===== src/rtl/keypad_pkg.sv =====
// Shared types and defaults for the 4x4 matrix keypad scanner.
package keypad_pkg;

  localparam int KEY_CODE_W          = 4;
  localparam int DEF_SCAN_TICKS      = 4;
  localparam int DEF_DEBOUNCE_FRAMES = 3;

  typedef enum logic [1:0] {
    ST_IDLE     = 2'd0,
    ST_DEBOUNCE = 2'd1,
    ST_PRESSED  = 2'd2,
    ST_RELEASE  = 2'd3
  } state_e;

  typedef enum logic [1:0] {
    FC_NONE   = 2'd0,
    FC_SINGLE = 2'd1,
    FC_MULTI  = 2'd2
  } frame_class_e;

  function automatic logic is_onehot4(input logic [3:0] v);
    return (v != 4'd0) && ((v & (v - 4'd1)) == 4'd0);
  endfunction

  // Index of the single set bit; only meaningful when is_onehot4(v) holds.
  function automatic logic [1:0] enc_onehot4(input logic [3:0] v);
    logic [1:0] idx;
    case (v)
      4'b0001: idx = 2'd0;
      4'b0010: idx = 2'd1;
      4'b0100: idx = 2'd2;
      4'b1000: idx = 2'd3;
      default: idx = 2'd0;
    endcase
    return idx;
  endfunction

endpackage


===== src/rtl/keypad_frame_collector.sv =====
// Column scan sequencer: drives col_n, samples synchronised rows per column and
// classifies each complete four-column frame as NONE, SINGLE(code) or MULTI.
module keypad_frame_collector
  import keypad_pkg::*;
#(
  parameter int SCAN_TICKS = DEF_SCAN_TICKS
) (
  input  logic                  clk,
  input  logic                  reset,
  input  logic [3:0]            row_sync_n,
  output logic [3:0]            col_n,
  output logic                  frame_end,
  output frame_class_e          frame_class,
  output logic [KEY_CODE_W-1:0] frame_code
);

  localparam int            TW        = $clog2(SCAN_TICKS);
  localparam logic [TW-1:0] LAST_TICK = TW'(SCAN_TICKS - 1);

  logic [TW-1:0]           tick_q, tick_d;
  logic [1:0]              col_idx_q, col_idx_d;
  logic [3:0]              col_n_q, col_n_d;
  frame_class_e            acc_class_q, acc_class_d;
  logic [KEY_CODE_W-1:0]   acc_code_q, acc_code_d;

  logic [3:0]              rows_low_s;
  frame_class_e            col_class_s, merged_class_s;
  logic [KEY_CODE_W-1:0]   col_code_s, merged_code_s;
  logic                    sample_s, frame_end_s;

  assign sample_s    = (tick_q == LAST_TICK);
  assign frame_end_s = sample_s && (col_idx_q == 2'd3);

  // Classify the current column and fold it into the partial frame.
  always_comb begin
    rows_low_s = ~row_sync_n;
    if (rows_low_s == 4'd0) begin
      col_class_s = FC_NONE;
    end else if (is_onehot4(rows_low_s)) begin
      col_class_s = FC_SINGLE;
    end else begin
      col_class_s = FC_MULTI;
    end
    col_code_s = {enc_onehot4(rows_low_s), col_idx_q};

    if (acc_class_q == FC_NONE) begin
      merged_class_s = col_class_s;
      merged_code_s  = col_code_s;
    end else if (col_class_s == FC_NONE) begin
      merged_class_s = acc_class_q;
      merged_code_s  = acc_code_q;
    end else begin
      merged_class_s = FC_MULTI;
      merged_code_s  = acc_code_q;
    end
  end

  // Next-state for tick/column counters and the frame accumulator.
  always_comb begin
    tick_d      = tick_q;
    col_idx_d   = col_idx_q;
    acc_class_d = acc_class_q;
    acc_code_d  = acc_code_q;
    if (sample_s) begin
      tick_d    = '0;
      col_idx_d = col_idx_q + 2'd1;
      if (frame_end_s) begin
        acc_class_d = FC_NONE;
        acc_code_d  = '0;
      end else begin
        acc_class_d = merged_class_s;
        acc_code_d  = merged_code_s;
      end
    end else begin
      tick_d = tick_q + TW'(1);
    end
    col_n_d = ~(4'b0001 << col_idx_d);
  end

  // Scan state registers.
  always_ff @(posedge clk or negedge reset) begin
    if (!reset) begin
      tick_q      <= '0;
      col_idx_q   <= 2'd0;
      col_n_q     <= 4'b1110;
      acc_class_q <= FC_NONE;
      acc_code_q  <= '0;
    end else begin
      tick_q      <= tick_d;
      col_idx_q   <= col_idx_d;
      col_n_q     <= col_n_d;
      acc_class_q <= acc_class_d;
      acc_code_q  <= acc_code_d;
    end
  end

  assign col_n       = col_n_q;
  assign frame_end   = frame_end_s;
  assign frame_class = merged_class_s;
  assign frame_code  = merged_code_s;

endmodule


===== src/rtl/keypad_scanner.sv =====
// 4x4 keypad scanner top: row synchroniser, press/release debounce FSM and
// registered key outputs in the LED decoder's 4-bit char format.
module keypad_scanner
  import keypad_pkg::*;
#(
  parameter int SCAN_TICKS      = DEF_SCAN_TICKS,
  parameter int DEBOUNCE_FRAMES = DEF_DEBOUNCE_FRAMES
) (
  input  logic                  clk,
  input  logic                  reset,
  input  logic [3:0]            row_n,
  output logic [3:0]            col_n,
  output logic [KEY_CODE_W-1:0] key_code,
  output logic                  key_valid,
  output logic                  key_held
);

  localparam int            FW        = $clog2(DEBOUNCE_FRAMES + 1);
  localparam logic [FW-1:0] FCNT_DONE = FW'(DEBOUNCE_FRAMES);

  logic [3:0]              row_meta_q, row_meta_d;
  logic [3:0]              row_sync_q, row_sync_d;
  state_e                  state_q, state_d;
  logic [KEY_CODE_W-1:0]   cand_q, cand_d;
  logic [FW-1:0]           fcnt_q, fcnt_d;
  logic [KEY_CODE_W-1:0]   key_code_q, key_code_d;
  logic                    key_valid_q, key_valid_d;
  logic                    key_held_q, key_held_d;

  logic                    frame_end_s;
  frame_class_e            frame_class_s;
  logic [KEY_CODE_W-1:0]   frame_code_s;
  logic                    match_s;
  logic [FW-1:0]           fcnt_inc_s;

  keypad_frame_collector #(
    .SCAN_TICKS (SCAN_TICKS)
  ) u_collector (
    .clk         (clk),
    .reset       (reset),
    .row_sync_n  (row_sync_q),
    .col_n       (col_n),
    .frame_end   (frame_end_s),
    .frame_class (frame_class_s),
    .frame_code  (frame_code_s)
  );

  assign match_s    = (frame_class_s == FC_SINGLE) && (frame_code_s == cand_q);
  assign fcnt_inc_s = fcnt_q + FW'(1);

  // Debounce FSM; only frame-end cycles can change state.
  always_comb begin
    row_meta_d  = row_n;
    row_sync_d  = row_meta_q;
    state_d     = state_q;
    cand_d      = cand_q;
    fcnt_d      = fcnt_q;
    key_code_d  = key_code_q;
    key_valid_d = 1'b0;
    key_held_d  = key_held_q;
    if (frame_end_s) begin
      case (state_q)
        ST_IDLE: begin
          if (frame_class_s == FC_SINGLE) begin
            state_d = ST_DEBOUNCE;
            cand_d  = frame_code_s;
            fcnt_d  = FW'(1);
          end else begin
            state_d = ST_IDLE;
          end
        end
        ST_DEBOUNCE: begin
          if (match_s) begin
            if (fcnt_inc_s == FCNT_DONE) begin
              state_d     = ST_PRESSED;
              fcnt_d      = '0;
              key_code_d  = cand_q;
              key_valid_d = 1'b1;
              key_held_d  = 1'b1;
            end else begin
              fcnt_d = fcnt_inc_s;
            end
          end else begin
            state_d = ST_IDLE;
            fcnt_d  = '0;
          end
        end
        ST_PRESSED: begin
          // MULTI while pressed is roll-over: keep the accepted key.
          if (match_s || (frame_class_s == FC_MULTI)) begin
            state_d = ST_PRESSED;
          end else begin
            state_d = ST_RELEASE;
            fcnt_d  = (frame_class_s == FC_NONE) ? FW'(1) : FW'(0);
          end
        end
        ST_RELEASE: begin
          if (frame_class_s == FC_NONE) begin
            if (fcnt_inc_s == FCNT_DONE) begin
              state_d    = ST_IDLE;
              fcnt_d     = '0;
              key_held_d = 1'b0;
            end else begin
              fcnt_d = fcnt_inc_s;
            end
          end else if (match_s) begin
            state_d = ST_PRESSED;
            fcnt_d  = '0;
          end else begin
            fcnt_d = '0;
          end
        end
        default: begin
          state_d    = ST_IDLE;
          fcnt_d     = '0;
          key_held_d = 1'b0;
        end
      endcase
    end else begin
      state_d = state_q;
    end
  end

  // Synchroniser, FSM state and output registers.
  always_ff @(posedge clk or negedge reset) begin
    if (!reset) begin
      row_meta_q  <= 4'hF;
      row_sync_q  <= 4'hF;
      state_q     <= ST_IDLE;
      cand_q      <= '0;
      fcnt_q      <= '0;
      key_code_q  <= '0;
      key_valid_q <= 1'b0;
      key_held_q  <= 1'b0;
    end else begin
      row_meta_q  <= row_meta_d;
      row_sync_q  <= row_sync_d;
      state_q     <= state_d;
      cand_q      <= cand_d;
      fcnt_q      <= fcnt_d;
      key_code_q  <= key_code_d;
      key_valid_q <= key_valid_d;
      key_held_q  <= key_held_d;
    end
  end

  assign key_code  = key_code_q;
  assign key_valid = key_valid_q;
  assign key_held  = key_held_q;

endmodule


===== config.mk =====
export PLATFORM = sky130hd
export DESIGN_NAME = keypad_scanner
export DESIGN_NICKNAME = d
export VERILOG_FILES = /design/src/rtl/keypad_pkg.sv /design/src/rtl/keypad_frame_collector.sv /design/src/rtl/keypad_scanner.sv
export SDC_FILE = /design/constraint.sdc
export NUM_CORES = 1
export LEC_CHECK = 0
export CAP_MARGIN = 10
export CORE_ASPECT_RATIO = 1.5
export CORE_MARGIN = 10
export CORE_UTILIZATION = 30
export DETAILED_ROUTE_END_ITERATION = 12
export PLACE_DENSITY_LB_ADDON = 0.25
export SKIP_LAST_GASP = 1
export SLEW_MARGIN = 20
export SYNTH_ARGS = -nofsm -noshare
export SYNTH_HDL_FRONTEND = slang
export SYNTH_HIERARCHICAL = 1
export SYNTH_SLANG_ARGS = --single-unit

===== constraint.sdc =====
create_clock -name clk -period 5.2 [get_ports clk]
set_clock_uncertainty 0.05 [all_clocks]
set_input_delay 1.3 -clock clk [delete_from_list [all_inputs] [get_ports clk]]
set_output_delay 1.3 -clock clk [all_outputs]
set_load 0.01 [all_outputs]

## Word-level counts from Yosys, hierarchy flattened

Index checks and enable logic that the tools add are counted.

- Logic and storage cells: 93
- Bits in registers: 36

- Shifts and indexed selects: 1
- Reductions and logical operators: 17
- Bitwise gates (word level): 3
- Eq/ne operators: 21
- Mux-type cells: 34
- $add $sub $neg: 4

Operator list:

| operator | number |
|---|---|
| 2-to-1 mux 2 bit | 17 |
| case mux 2 bit (4 select lines) | 2 |
| equality test 2 bit (second input constant) | 6 |
| inequality test 2 bit (second input constant) | 6 |
| 2-to-1 mux 1 bit | 11 |
| inequality test 3 bit (second input constant) | 3 |
| zero test 2 bit | 4 |
| zero test 4 bit | 2 |
| 2-to-1 mux 4 bit | 2 |
| NOT 4 bit | 2 |
| AND reduction 4 bit | 2 |
| adder 2 x 1 -> 2 bit (second input constant) | 3 |
| case mux 2 bit (3 select lines) | 1 |
| AND reduction 3 bit | 2 |
| AND reduction 6 bit | 1 |
| AND 4 bit | 1 |
| equality test 2 x 1 -> 1 bit (second input constant) | 2 |
| equality test 4 x 2 -> 1 bit (second input constant) | 1 |
| equality test 4 x 3 -> 1 bit (second input constant) | 1 |
| equality test 4 bit | 1 |
| equality test 4 bit (second input constant) | 1 |
| nonzero test 4 bit | 1 |
| left shift 1 x 2 -> 4 bit (first input constant) | 1 |
| subtractor 4 x 1 -> 4 bit (second input constant) | 1 |
| 4 further kinds | 6 |

## Logic depth before layout (Yosys ltp)

Gate-level depths: netlist of the first run.

- Word-level depth: 15
- Gate-level depth with buffers: 9
- Depth with buffers taken out: 8

## Hierarchy

The synthesis of the first run kept the hierarchy.

By module, submodules not included:

| module | cells each | instances | area an instance (µm²) | seq. area each (µm²) |
|---|---|---|---|---|
| keypad_scanner | 82 | 1 | 1009.7 | 560.5 |
| keypad_frame_collector | 76 | 1 | 719.4 | 354.1 |

## Least setup slack after synthesis of the first run

Ideal clock, no wire load.

- Path type: register -> register
- Start: register u_collector.acc_class_q[1]
- End: register key_code_q[0] (netlist: key_code[0])
- Arrival: 1923 ps
- Slack: 3102 ps
- Cell stages (with the launch flop): 10
- Path buffers: 1
- Data required time: 5025 ps
- Cell sequence: dfrtp_1 or2_1 buf_6 nor3_4 a31oi_1 inv_1 nand2b_1 nor2_2 nand3_4 mux2_4

- Cells in the longest elaborated chain, start to end: 5
- Elaborated cells on any way between the ends: 8
- Those cells by class: eq/ne (2); mux (3); reduce/logical (3)

Ends and longest elaborated chain:

| what | line | RTL |
|---|---|---|
| start: declaration | keypad_frame_collector.sv:23 | `frame_class_e acc_class_q, acc_class_d;` |
| start signal: assignment | keypad_frame_collector.sv:92 | `acc_class_q <= acc_class_d;` |
| zero test 2 bit | keypad_frame_collector.sv:46 | `if (acc_class_q == FC_NONE) begin` |
| 2-to-1 mux 2 bit | keypad_frame_collector.sv:46 |  |
| named net frame_class_s[0] | keypad_scanner.sv:31 | `frame_class_e frame_class_s;` |
| equality test 2 x 1 -> 1 bit | keypad_scanner.sv:48 | `assign match_s = (frame_class_s == FC_SINGLE) && (frame_code_s == cand_q);` |
| logical AND 1 bit | keypad_scanner.sv:48 |  |
| AND reduction 4 bit (no line) | - |  |
| end signal: assignment | keypad_scanner.sv:141 | `key_code_q <= key_code_d;` |
| end: declaration | keypad_scanner.sv:26 | `logic [KEY_CODE_W-1:0] key_code_q, key_code_d;` |

The timed path passes the listed nets, and every way through them passes these cells.
A chain may end at the register's enable or synchronous reset.

## Final worst setup path of the first run

- Start: register u_collector.col_n_q[3] (netlist: u_collector/col_n[3])
- End: output col_n[3]

RTL lines:

| what | line | RTL |
|---|---|---|
| start: declaration | keypad_frame_collector.sv:22 | `logic [3:0] col_n_q, col_n_d;` |
| start signal: assignment | keypad_frame_collector.sv:91 | `col_n_q <= col_n_d;` |
| end: declaration | keypad_scanner.sv:12 | `output logic [3:0] col_n,` |

No word-level cell between the ends.

==> summary.txt, run 1 <==
Status
  – Outcome: finished clean

Setup path
  – Worst path arrival time: 1340 ps
  – Reg-to-reg slack, setup: 2750 ps
  – Crit. Startpoint: u_collector/col_n[3]
  – Crit-path cells: clkdlybuf4s50_1
  – CP Max Fanout: 1
  – Worst setup endpoint: col_n[3]
  – Critical path class: reg -> out
  – Critical path's slowest cell: clkdlybuf4s50_1
  – Worst path max stage delay: 530 ps
  – Worst Setup End Kind: primary output
  – RR Endpoint: key_code[1]
  – Crit. path cell count: 1
  – Req. time, crit path: 3850 ps
  – Crit start category: flop
  – Worst path bufs/invs: 1
  – R2r startpoint: u_collector/acc_class_q[0]
  – FF-to-FF path depth: 8
  – Delay-heaviest family, CP: buffers and inverters

Drt
  – Drt via density: 4.76
  – Drt first pass iters: 4
  – Iter 0 DRT Violations: 65
  – Via count: 1181
  – Wire per inst: 13.3 µm
  – Routed wire length: 3310 µm
  – Routed Antenna Nets: 0
  – DRC violations left: 0

Timing
  – # setup viols final: 0
  – Worst-Margin Slew: 564 ps
  – Final Max Tran Viols: 0
  – Fmax: 371 MHz
  – TNS Setup: 0 ps
  – Hold slack: 306 ps
  – RSZ-0062 raised after global routing: false
  – Fin crit share: 0.518
  – Worst slew margin: 0.624
  – Minimum clock period: 2690 ps
  – Hold Fails Final Rpt: 0
  – PnR worst setup slack: 2510 ps

Floorplan
  – Die X: 82.0 µm
  – # rows: 33
  – Die area: 0.00926 mm²
  – # IOs: 16
  – Initial Util: 0.313
  – Die Height: 113 µm
  – Core ar.: 0.00553 mm²

Logic synthesis
  – Mapped Avg Cell Area: 10.9 µm²
  – Leading area contributor after synthesis: dfrtp_1
  – EDFF count, synth: 0
  – Synth top area share: 0.362
  – Ys async rst share: 1.00
  – Yosys reg bits: 36
  – Post-Syn Nets: 166
  – Yosys warns: 6
  – Synth area leaders: dfrtp_1 36%, dfstp_2 17%, nand2_1 3.9%, mux2_4 3.5%, inv_1 2.6%
  – Mapped Area: 0.00173 mm²
  – Post-Syn Instances: 158
  – Yosys cell types: 45
  – Top FF cell, synth: dfrtp_1
  – Sequential fraction of the synthesis area: 0.529

Final layout
  – Layout cells sized above 1: 0.208
  – Fin cells: 248
  – Final nets: 185
  – Antenna Cells: 0
  – Synthesis-to-layout area growth: 18.0%
  – Util after Layout: 0.369

Clock tree
  – Clk buf depth: 2
  – Root buffer cell: clkbuf_8
  – Post-CTS Hold Fix Bufs: 0
  – CTS tree: built
  – Post-CTS Setup Inserts: 0
  – Sink Count: 36
  – CTS Buf Count: 5
  – H-tree Lvls: 2
  – Worst-Skew Late Latency: 290 ps
  – CTS resizes: 0
  – Clk pin slew, worst setup/hold paths: 80 ps

Placement
  – Port bufs: 15
  – Post-Place Cells: 240
  – Dpl ws: 2770 ps
  – DP Wirelength: 2460 µm
  – Gpl congestion: 0.788

Power and ir drop
  – LEAKAGE: 0.000914 µW
  – Pwr dens: 261 mW/mm²
  – Peak VDD IR: 0.137 mV

Global routing
  – Largest net degree at the start of global routing: 27
  – Initial antenna violation count: 0
  – Gr usage total: 0.0758
  – First-pass GRT wire length: 5660 µm
  – GRT Residual Overflow: 0
  – Vias in the first global route: 1246

Min path
  – Worst min-delay path class: reg -> reg

Flow run
  – Max-Cap Viols: 0
[area by class of cell]
cell class / count / area (µm²)
Fill cell: 556 / 3490
Sequential cell: 36 / 915
Multi-Input combinational cell: 106 / 743
Timing Repair Buffer: 16 / 153
Tap cell: 70 / 87.6
Clock buffer: 6 / 82.6
Inverter: 12 / 45.0
Clock inverter: 2 / 15.0
[stage by stage]
stage,total power (µW),cell area (µm²)
final,533,2040
after global routing,558,2040
after CTS,541,2040
after detailed placement,327,1940
after global placement,326,1950
after floorplan,313,1730
[layout by cell type (no fill, tap or decap), drive strengths merged, types with 3 or more instances in the layout]
| master | instances |
|---|---|
| a21oi | 3 |
| a31oi | 3 |
| and2 | 3 |
| and3 | 5 |
| clkbuf | 6 |
| clkdlybuf4s50 | 14 |
| dfrtp | 25 |
| dfstp | 11 |
| inv | 12 |
| mux2 | 8 |
| mux2i | 3 |
| nand2 | 18 |
| nand2b | 5 |
| nand3 | 3 |
| nor2 | 8 |
| o21ai | 10 |
| o22ai | 5 |
| xnor2 | 3 |
| xor2 | 5 |
[synth_stat cells (all sizes together) (2+ instances only)]
library cell	n
or2	2
and3	5
nand2	18
nand4	2
mux2i	3
buf	3
xnor2	3
nor3	2
nor2	8
and2	3
inv	12
o211ai	2
nor2b	2
dfstp	11
o21ai	10
a31oi	3
xor2	5
nand3	3
mux2	8
a21oi	3
ha	2
o22ai	5
dfrtp	25
nand2b	5
[sequential cells by signal, indices dropped and copies added (netlist names)]
register,flops
key_held,1
row_sync_q,4
state_q,2
u_collector/tick_q,2
u_collector/col_idx_q,2
u_collector/acc_class_q,2
u_collector/acc_code_q,4
key_code,4
cand_q,4
fcnt_q,2
row_meta_q,4
u_collector/col_n,4
key_valid,1
[per-layer routing]
metal  part of all wire  global-route usage  up-vias
met4              0.011              0.0262        0
met1               0.43              0.0869      562
met3              0.068              0.0341        6
met5                  0                   0        -
li1                   -                   -      582
met2               0.49               0.121       31
[power breakdown]
part / switching [µW] / total (µW) / internal (µW)
Clock: 105 / 212 / 107
Sequential: 4.23 / 291 / 287
Combinational: 19.0 / 30.1 / 11.2
Total: 128 / 533 / 405
[cell families (layout without fill, tap and decap cells)]
kind of cell | after synthesis | after routing | share of synthesized area
simple gates | 55 | 55 | 0.185
flops | 36 | 36 | 0.529
compound gates | 30 | 30 | 0.112
buf+inv | 16 | 36 | 0.0412
mux | 11 | 11 | 0.0781
xor+xnor | 8 | 8 | 0.0405
fa+ha+maj | 2 | 2 | 0.0145
[how the worst min path moves through the flow]
| stage | cells past startpoint | to | slack (ps) | from |
|---|---|---|---|---|
| after floorplan | 0 | row_sync_q[0] | 300 | row_meta_q[0] |
| after global placement | 0 | row_sync_q[2] | 300 | row_meta_q[2] |
| after detailed placement | 0 | row_sync_q[2] | 300 | row_meta_q[2] |
| after CTS | 0 | row_sync_q[3] | 310 | row_meta_q[3] |
| after global routing | 0 | row_sync_q[2] | 310 | row_meta_q[2] |
| final | 0 | row_sync_q[2] | 310 | row_meta_q[2] |
Note: power is estimated with default switching activity, not from simulation.
==> inputs of run 2 (changes only) <==
clock period = 2.2 ns   (was 5.2 ns; I/O delays follow)
==> run 2 against run 1 <==
Largest power group unchanged. Critical endpoint is now key_code[1]. Via count grew 9.0%. Count of clock-buffer cells in the layout grew 2. The run now ends with negative setup slack left. Global-route usage grew 0.62 points. Wire length grew 16%. Total power grew 140%. Sequential share of layout area shrank 3.8 points. Core utilization grew 3.4 points.
==> summary.txt, run 2 (synthesis results as in run 1) <==
Status
  – Outcome: finished, violations left
  – Failing checks: negative setup slack

Floorplan
  – # IOs: 16
  – Die area: 0.00926 mm²
  – Die X: 82.0 µm
  – Die Height: 113 µm
  – # rows: 33
  – Core ar.: 0.00553 mm²
  – Initial Util: 0.313

Clock tree
  – H-tree Lvls: 2
  – CTS Buf Count: 5
  – Clk pin slew, worst setup/hold paths: 80 ps
  – Worst-Skew Late Latency: 290 ps
  – Sink Count: 36
  – Clk buf depth: 2
  – Post-CTS Hold Fix Bufs: 0
  – Root buffer cell: clkbuf_8
  – CTS tree: built

Setup path
  – Critical path's slowest cell: dfrtp_1
  – Crit start category: flop
  – Crit-path cells: or2_4, nor3_4, nand2b_4, xor2_2, nor3_4, nand3_4, mux2_4
  – Worst path arrival time: 2330 ps
  – Critical path class: reg -> reg
  – Req. time, crit path: 2320 ps
  – CP Max Fanout: 6
  – Reg-to-reg slack, setup: -20 ps
  – Most used cell, CP: nor3_4
  – Worst path max stage delay: 440 ps
  – Worst Setup End Kind: flop

Global routing
  – Most used routing layer: met2
  – GRT Residual Overflow: 0
  – Met1 usage: 0.0870
  – Largest net degree at the start of global routing: 37
  – Gr usage total: 0.0820
  – Vias in the first global route: 1316
  – M2 GR Usage: 0.135
  – First-pass GRT wire length: 6070 µm
  – Initial antenna violation count: 0
  – Met3 Track Usage GR: 0.0357

Final layout
  – Antenna Cells: 0
  – Synthesis-to-layout area growth: 29.0%
  – Layout cells sized above 1: 0.326
  – Commonest non-fill, non-tap cell in the layout: dfrtp_1
  – Fin cells: 263
  – Util after Layout: 0.403
  – Final nets: 200
  – Most frequent cells in the layout: 25 x dfrtp_1, 16 x nand2_1, 16 x buf_4

Timing
  – Worst slew margin: 0.706
  – Minimum clock period: 2220 ps
  – TNS Setup: -61.3 ps
  – Worst-Margin Slew: 442 ps
  – RSZ-0062 raised after global routing: true
  – Fmax: 451 MHz
  – PnR worst setup slack: -17.4 ps
  – Fin crit share: 1.01
  – Final Max Tran Viols: 0
  – # setup viols final: 4
  – Hold Fails Final Rpt: 0

Drt
  – Routed Antenna Nets: 0
  – Via count: 1287
  – Iter 0 DRT Violations: 55
  – Routed wire length: 3830 µm
  – Wire per inst: 14.5 µm
  – Drt via density: 4.89
  – Drt first pass iters: 4
  – DRC violations left: 0

Power and ir drop
  – Total power: 1270 µW
  – Pwr dens: 568 mW/mm²
  – Peak VDD IR: 0.319 mV
  – LEAKAGE: 0.000995 µW

Min path
  – Worst min-delay path class: reg -> reg

Placement
  – DP Wirelength: 2550 µm
  – Post-Place Cells: 247
  – Port bufs: 15
  – Gpl congestion: 0.831

Flow run
  – Max-Cap Viols: 0
-- run 2: cell count changes in the layout (fill, tap and decap cells not counted), sizes merged --
cell,change
clkbuf,+2
clkdlybuf4s50,+1
clkinvlp,-2
buf,+14
-- run 2: timing repair --
item | 4_1_cts | 5_1_grt
setup buffers | 0 | 8
endpoints found under the setup margin | 6 | 12
pin swaps | 1 | 6
resized for setup | 2 | 14
-- run 2: layout make-up --
type	count	area, µm²
inverters	12	45.0
repair buffers	31	270
flip-flops and latches	36	915
clock buffers	8	90.1
fillers	549	3300
multi-input cells	106	823
well taps	70	87.6
-- run 2: through the flow --
step	worst slack, ps	hold WS, ps	area [µm²]
after CTS	1.23	307	2100
after detailed placement	-56.4	297	2000
after floorplan	102	204	1730
after global routing	-106	311	2230
after global placement	60.9	296	2000
final	-17.4	305	2230
-- run 2: report_power, final --
part | total, µW | switching, µW | internal (µW)
Sequential | 691 | 12.0 | 679
Combinational | 99.5 | 55.0 | 44.5
Clock | 478 | 222 | 255
-- run 2: worst paths after layout --
kind / from / to / cells after the start
setup / recovery: u_collector/acc_class_q[0] / key_code[1] / 7
hold / removal: row_meta_q[3] / row_sync_q[3] / 0
setup reg to reg: u_collector/acc_class_q[0] / key_code[1] / 7
hold reg to reg: row_meta_q[3] / row_sync_q[3] / 0
max in group asynchronous: reset / row_sync_q[1] / 2
min in group asynchronous: reset / fcnt_q[1] / 2
-- run 2: critical path, delay by kind of cell, from the launching register on --
family,cells,cell delay (ps)
multiplexers,1,320
XOR/XNOR,1,70
AND/OR/NAND/NOR,5,1210
flip-flops,1,440
-- run 2: metal layers --
metal | wire (µm) | share of wire | up-vias
li1 | - | - | 609
met1 | 1470 | 0.38 | 635
met2 | 2050 | 0.53 | 36
met3 | 265 | 0.069 | 7
met4 | 47 | 0.012 | 0
met5 | 0 | 0 | -
